[src/rtl/uart_fifo.sv]
// 16x8 first-word-fall-through FIFO for the 16550A transmit/receive paths.
// Provides empty/full/trigger status and one-cycle overrun/underrun pulses.
module uart_fifo #(
  parameter int WIDTH = 8,
  parameter int DEPTH = 16
) (
  input  logic             clk,
  input  logic             rst,
  input  logic             en,
  input  logic             push_in,
  input  logic             pop_in,
  input  logic [WIDTH-1:0] din,
  input  logic [3:0]       thres,
  output logic [WIDTH-1:0] dout,
  output logic             empty,
  output logic             full,
  output logic             underrun,
  output logic             overrun,
  output logic             thres_tri
);

  localparam int AW = $clog2(DEPTH);
  localparam int CW = AW + 1;

  logic [WIDTH-1:0] r_mem [DEPTH];
  logic [AW-1:0]    r_wptr;
  logic [AW-1:0]    r_rptr;
  logic [CW-1:0]    r_count;
  logic             r_overrun;
  logic             r_underrun;

  logic w_push;
  logic w_pop;
  logic w_empty;
  logic w_full;
  logic w_doWrite;
  logic w_doRead;

  assign w_push  = en & push_in;
  assign w_pop   = en & pop_in;
  assign w_empty = (r_count == '0);
  assign w_full  = (r_count == CW'(DEPTH));

  // A pop at full frees the slot the simultaneous push lands in.
  assign w_doWrite = w_push & (~w_full | w_pop);
  assign w_doRead  = w_pop & ~w_empty;

  always_ff @(posedge clk or negedge rst) begin
    if (!rst) begin
      for (int i = 0; i < DEPTH; i++) begin
        r_mem[i] <= '0;
      end
      r_wptr     <= '0;
      r_rptr     <= '0;
      r_count    <= '0;
      r_overrun  <= 1'b0;
      r_underrun <= 1'b0;
    end else begin
      if (w_doWrite) begin
        r_mem[r_wptr] <= din;
        r_wptr        <= r_wptr + AW'(1);
      end
      if (w_doRead) begin
        r_rptr <= r_rptr + AW'(1);
      end
      r_count    <= r_count + CW'(w_doWrite) - CW'(w_doRead);
      r_overrun  <= w_push & w_full & ~w_pop;
      r_underrun <= w_pop & w_empty;
    end
  end

  assign empty     = w_empty;
  assign full      = w_full;
  assign overrun   = r_overrun;
  assign underrun  = r_underrun;
  assign thres_tri = (32'(r_count) >= 32'(thres));
  assign dout      = w_empty ? '0 : r_mem[r_rptr];

endmodule

[config.mk]
export PLATFORM = sky130hd
export DESIGN_NAME = uart_fifo
export DESIGN_NICKNAME = d
export VERILOG_FILES = /design/src/rtl/uart_fifo.sv
export SDC_FILE = /design/constraint.sdc
export NUM_CORES = 1
export LEC_CHECK = 0
export ABC_CLOCK_PERIOD_IN_PS = 5400
export BUFFER_PORTS_ARGS = -buffer_cell sky130_fd_sc_hd__buf_2
export CORE_MARGIN = 8
export CORE_UTILIZATION = 40
export CTS_CLUSTER_DIAMETER = 120
export DETAILED_ROUTE_END_ITERATION = 8
export PLACE_DENSITY_LB_ADDON = 0.3
export SETUP_SLACK_MARGIN = 0.4
export SYNTH_ARGS = -nofsm -noshare
export SYNTH_HDL_FRONTEND = slang
export SYNTH_SLANG_ARGS = --single-unit
[constraint.sdc]
create_clock -name clk -period 5.4 [get_ports clk]
set_input_delay 1.08 -clock clk [delete_from_list [all_inputs] [get_ports clk]]
set_output_delay 1.08 -clock clk [all_outputs]
set_load 0.02 [all_outputs]
# ---- After elaboration in Yosys (flattened, before gate mapping)
# Index checks and enable logic that the tools add are counted.
# Widths: inputs -> output; s select.
dict set report totals {
  ff_bits 143
  input_bits 17
}
dict set report classes {
  n_addsub 4
  n_lt_le_gt_ge 4
  n_eq_ne 1
  mux 7
  n_bitwise 13
  n_reduce_logical 2
}
# op count
set ops {}
lappend ops {{$bwmux 128} 1}
lappend ops {{$bmux 8 s4} 1}
lappend ops {{$demux 8 s4} 1}
lappend ops {{$mux 8} 4}
lappend ops {{$ge 5x5->1 const B} 2}
lappend ops {{$not 4->5} 2}
lappend ops {{$add 4x1->4 const B} 2}
lappend ops {{$and 1x1->1} 7}
lappend ops {{$add 5x1->5} 1}
lappend ops {{$eq 5x5->1 const B} 1}
lappend ops {{$ge 5x4->1} 1}
lappend ops {{$logic_not 5->1} 1}
lappend ops {{$lt 5x1->1 const B} 1}
lappend ops {{$sub 5x1->5} 1}
lappend ops {{$not 1->1} 3}
lappend ops {{$logic_and 1x1->1} 1}
lappend ops {{$or 1x1->1} 1}

# ---- Logic depth before layout (Yosys ltp)
dict set report logic_depth {
  ltp_word 6
  mapped_depth 15
  depth_no_buf 14
}

# ---- Worst setup path before layout
# Ideal clock, no wire load.
dict set report synth_timing {
  kind {input-to-output}
  startpoint {in thres[0]}
  endpoint {out thres_tri}
  arrival_ns 2.156
  required_time_ns 4.320
  path_slack_ns 2.164
  path_stages 5
  path_buffers 0
  cell_sequence {ha_1 -> nand2b_1 -> a21o_1 -> a21o_1 -> a211o_1}
}
dict set report synth_via {
  elab_chain_cells 1
}
# element line_no
set synth_lines {}
lappend synth_lines {{start: declaration} 13} ;# input logic [3:0] thres,
lappend synth_lines {{$ge 5x4->1} 76} ;# assign thres_tri = (32'(r_count) >= 32'(thres));
lappend synth_lines {{end: declaration} 19} ;# output logic thres_tri
# Every way passes these cells.

# ---- Worst setup path in the final report
dict set report layout_timing {
  startpoint {reg r_rptr[1]}
  endpoint {out dout[0]}
}
dict set report layout_via {
  elab_chain_cells 5
}
# element line_no
set layout_lines {}
lappend layout_lines {{start: declaration} 27} ;# logic [AW-1:0] r_rptr;
lappend layout_lines {{start signal: assignment} 64} ;# r_rptr <= r_rptr + AW'(1);
lappend layout_lines {{$not 4->5 (not written as such)} 77} ;# assign dout = w_empty ? '0 : r_mem[r_rptr];
lappend layout_lines {{$bmux 8 s4} 77}
lappend layout_lines {{$mux 8 (not written as such) (2 in a row)} 77}
lappend layout_lines {{$mux 8} 77}
lappend layout_lines {{end: declaration} 14} ;# output logic [WIDTH-1:0] dout,
# Every way passes these cells. The select of a mux whose other input is x is not followed.

==> metrics.cfg <==
[die]
core_sq_mm=0.0185
initial_core_util_pct=40.2
io_pins=30
rows=50
die-area_sq_mm=0.0232
fp.dieW_microns=152
die_h_microns=152

[grt]
grt_max_degree=102
grtUsageTotal_pct=13.8
grt_pass1_vias=4286
overflow=0
grt_pass1_wl_mm=25.2
antenna_found_initial=0

[power]
p_sw_mw=1.55
p_comb_share_pct=35.9
seqPwrFrac_pct=40.1
p_per_area_mw_per_mm2=601
p_leak_nw=3.71
p_clk_share_pct=24.0
sw_frac_of_total_pct=31.6
p_int_mw=3.37
ir_drop_v=0.000258

[setup_path]
cp_data_arrival_time_ps=2970
required_ps=4320
r2r_end=r_count[4]$_DFF_PN0_
path_max_fanout=35
r2r_cells=14
end_kind=output pin
worst_setup_path_start_kind=flip-flop
path_cells=mux4_2 > nor2b_1 > a211oi_1 > a211oi_1 > buf_2
r2r-start=r_count[2]$_DFF_PN0_
rrSetupSlack_ps=2490
crit_top_cell=a211oi_1
max_stage_delay_ps=1080
path_class=flip-flop to output pin
slowest_stage=dfrtp_2

[timing]
setup_viol=0
rsz0062_at_grt=no
tns_ps=0
fin_crit_sh_pct=75.0
slew_headroom_pct=18.1
worst_pin_slew_ps=1230
period_minus_slack_ps=4050
max_freq_mhz=247
clock_skew_ps=10.3
slew_viol_final=0
hold_violations=0

[placed_design]
io_buffers=29
gp_congestion=0.725
place_hpwl_mm=9.66

[clock_tree]
cts.sinks=143
cts_tree=yes
ctsHoldBuffers=0
insertion_delay_ps=420
ctsResizeCount=0
numCtsBuffers=17
post_cts_buffers=0
clkTransAtPathRegs_ps=60
clk_path_buf_depth=2
cts_root_buffer=clkbuf_16
htreeDepth=4

[routing]
vias_per_cell=5.32
ant_nets=0
drt_iter0_markers=222
wl_mm=15.0
firstDrtPassIters=4
drc_errors=0
avgRoutedWirePerCell_microns=20.9
vias=3823

[layout]
final_nets=505
antenna_cells=0
area_growth_syn_to_layout_pct=10.3
drive_gt1_share_pct=49.9
utilization_pct=44.4

[hold_path]
hold_depth=1
worstHoldEndpoint=r_mem[76]$_DFFE_PN0P_
worstHoldPathType=flip-flop to flip-flop
worstHoldStart=r_mem[76]$_DFFE_PN0P_

[outcome]
status=finished clean

[yosys]
synth-seq-cells=143
yosys.area.top_type=dfrtp_1
synthesis.area_sq_mm=0.00742
synth_edf_count=0
syn_inst=460
synth_nets=493
ys_seq_area_share_pct=48.2
ys.flop_type=dfrtp_1
yosysTopAreaCellShare_pct=48.2
syn_area_per_cell_sq_um=16.1
ys_async_sr_fraction_pct=100
synth_area_leaders=dfrtp_1 48%, mux2_4 23%, mux4_2 9.7%
yosysWarnings=0
synth_cell_types=33

[run]
cap_violations=0

critical path: cells and delay by family (launching register included):
| kind | cells | cell delay, ps |
|---|---|---|
| multiplexers | 1 | 600 |
| buffers and inverters | 1 | 210 |
| flip-flops | 1 | 1080 |
| AO/OA/AOI/OAI | 2 | 490 |
| AND/OR/NAND/NOR | 1 | 140 |
worst max-delay path by stage:
stage / from / end / slack, ps / cells past startpoint
6_report: r_rptr[1]$_DFFE_PN0P_ / dout[0] / 1350 / 5
2_1_floorplan: thres[0] / thres_tri / 2160 / 5
4_1_cts: r_rptr[1]$_DFFE_PN0P_ / dout[3] / 1350 / 5
3_3_place_gp: r_rptr[1]$_DFFE_PN0P_ / dout[0] / 1820 / 5
5_1_grt: r_rptr[1]$_DFFE_PN0P_ / dout[0] / 1220 / 5
3_5_place_dp: r_rptr[1]$_DFFE_PN0P_ / dout[3] / 1810 / 5
per-stage QoR:
step           instance area, sq um  total power [mW]  worst slack, ps  cells  hold slack [ps]
6_report                       8190              4.92             1350    719              500
5_1_grt                        8190              5.20             1220    719              514
4_1_cts                        8190              4.97             1350    719              503
3_5_place_dp                   7590              3.75             1810    687              488
3_3_place_gp                   7590              3.69             1820    687              484
2_1_floorplan                  7420              3.33             2160    460              475
flip-flops by register name, summed over array words and instances, names as in the netlist:
| register | flops |
|---|---|
| overrun | 1 |
| r_count | 5 |
| r_rptr | 4 |
| underrun | 1 |
| r_wptr | 4 |
| r_mem | 128 |
cells in the final DEF (no fill, tap or decap), types with 4 or more instances in the layout:
cell type | Yosys | layout
a211oi_1 | 16 | 16
nand2_1 | 6 | 6
nor2b_1 | 11 | 11
ha_1 | 15 | 15
inv_1 | 15 | 15
and3_4 | 11 | 11
xnor2_1 | 7 | 7
mux4_2 | 32 | 32
buf_4 | 5 | 4
clkbuf_16 | 0 | 17
mux2i_1 | 8 | 8
mux2_2 | 17 | 17
clkinvlp_4 | 0 | 4
dfrtp_1 | 143 | 141
mux2_4 | 112 | 112
buf_2 | 5 | 28
cell usage after synthesis, types with 6 or more instances:
master / n
mux4_2: 32
nor2b_1: 11
xnor2_1: 7
mux2_2: 17
a211oi_1: 16
ha_1: 15
clkbuf_1: 12
inv_1: 15
buf_6: 17
dfrtp_1: 143
mux2_4: 112
mux2i_1: 8
and3_4: 11
nand2_1: 6
layout make-up:
class | instances | area, sq um
clock buffers | 19 | 433
clock inverters | 13 | 165
fillers | 1577 | 10300
inverters | 15 | 56.3
multi-input cells | 262 | 3480
flip-flops and latches | 143 | 3580
well taps | 234 | 293
repair buffers | 33 | 181
cells by family (layout without fill, tap and decap cells):
family / Yosys count / count (layout) / synth area share [%]
and+or+nand+nor: 42 / 42 / 4.18
DFF: 143 / 143 / 48.2
AOI/OAI and AO/OA: 25 / 25 / 2.56
adders and majority gates: 16 / 16 / 2.80
xor gates and xnor gates: 10 / 10 / 1.18
muxes: 169 / 169 / 36.0
buffers and inverters: 55 / 80 / 5.06
per-layer routing:
metal	part of all wire (%)	GRT usage, %	vias up
li1	-	-	1688
met1	47	17.8	2082
met2	50	22.4	33
met3	1.4	1.99	20
met4	1.9	6.47	0
met5	0	0	-
power groups by stage:
stage          sequential [mW]  clock (mW)  combinational [mW]
2_1_floorplan             1.70           0                1.62
3_3_place_gp              1.96           0                1.73
3_5_place_dp              1.98           0                1.77
4_1_cts                   1.97        1.21                1.78
5_1_grt                   2.04        1.26                1.90
6_report                  1.97        1.18                1.77
Note: power is estimated with default switching activity, not from simulation.
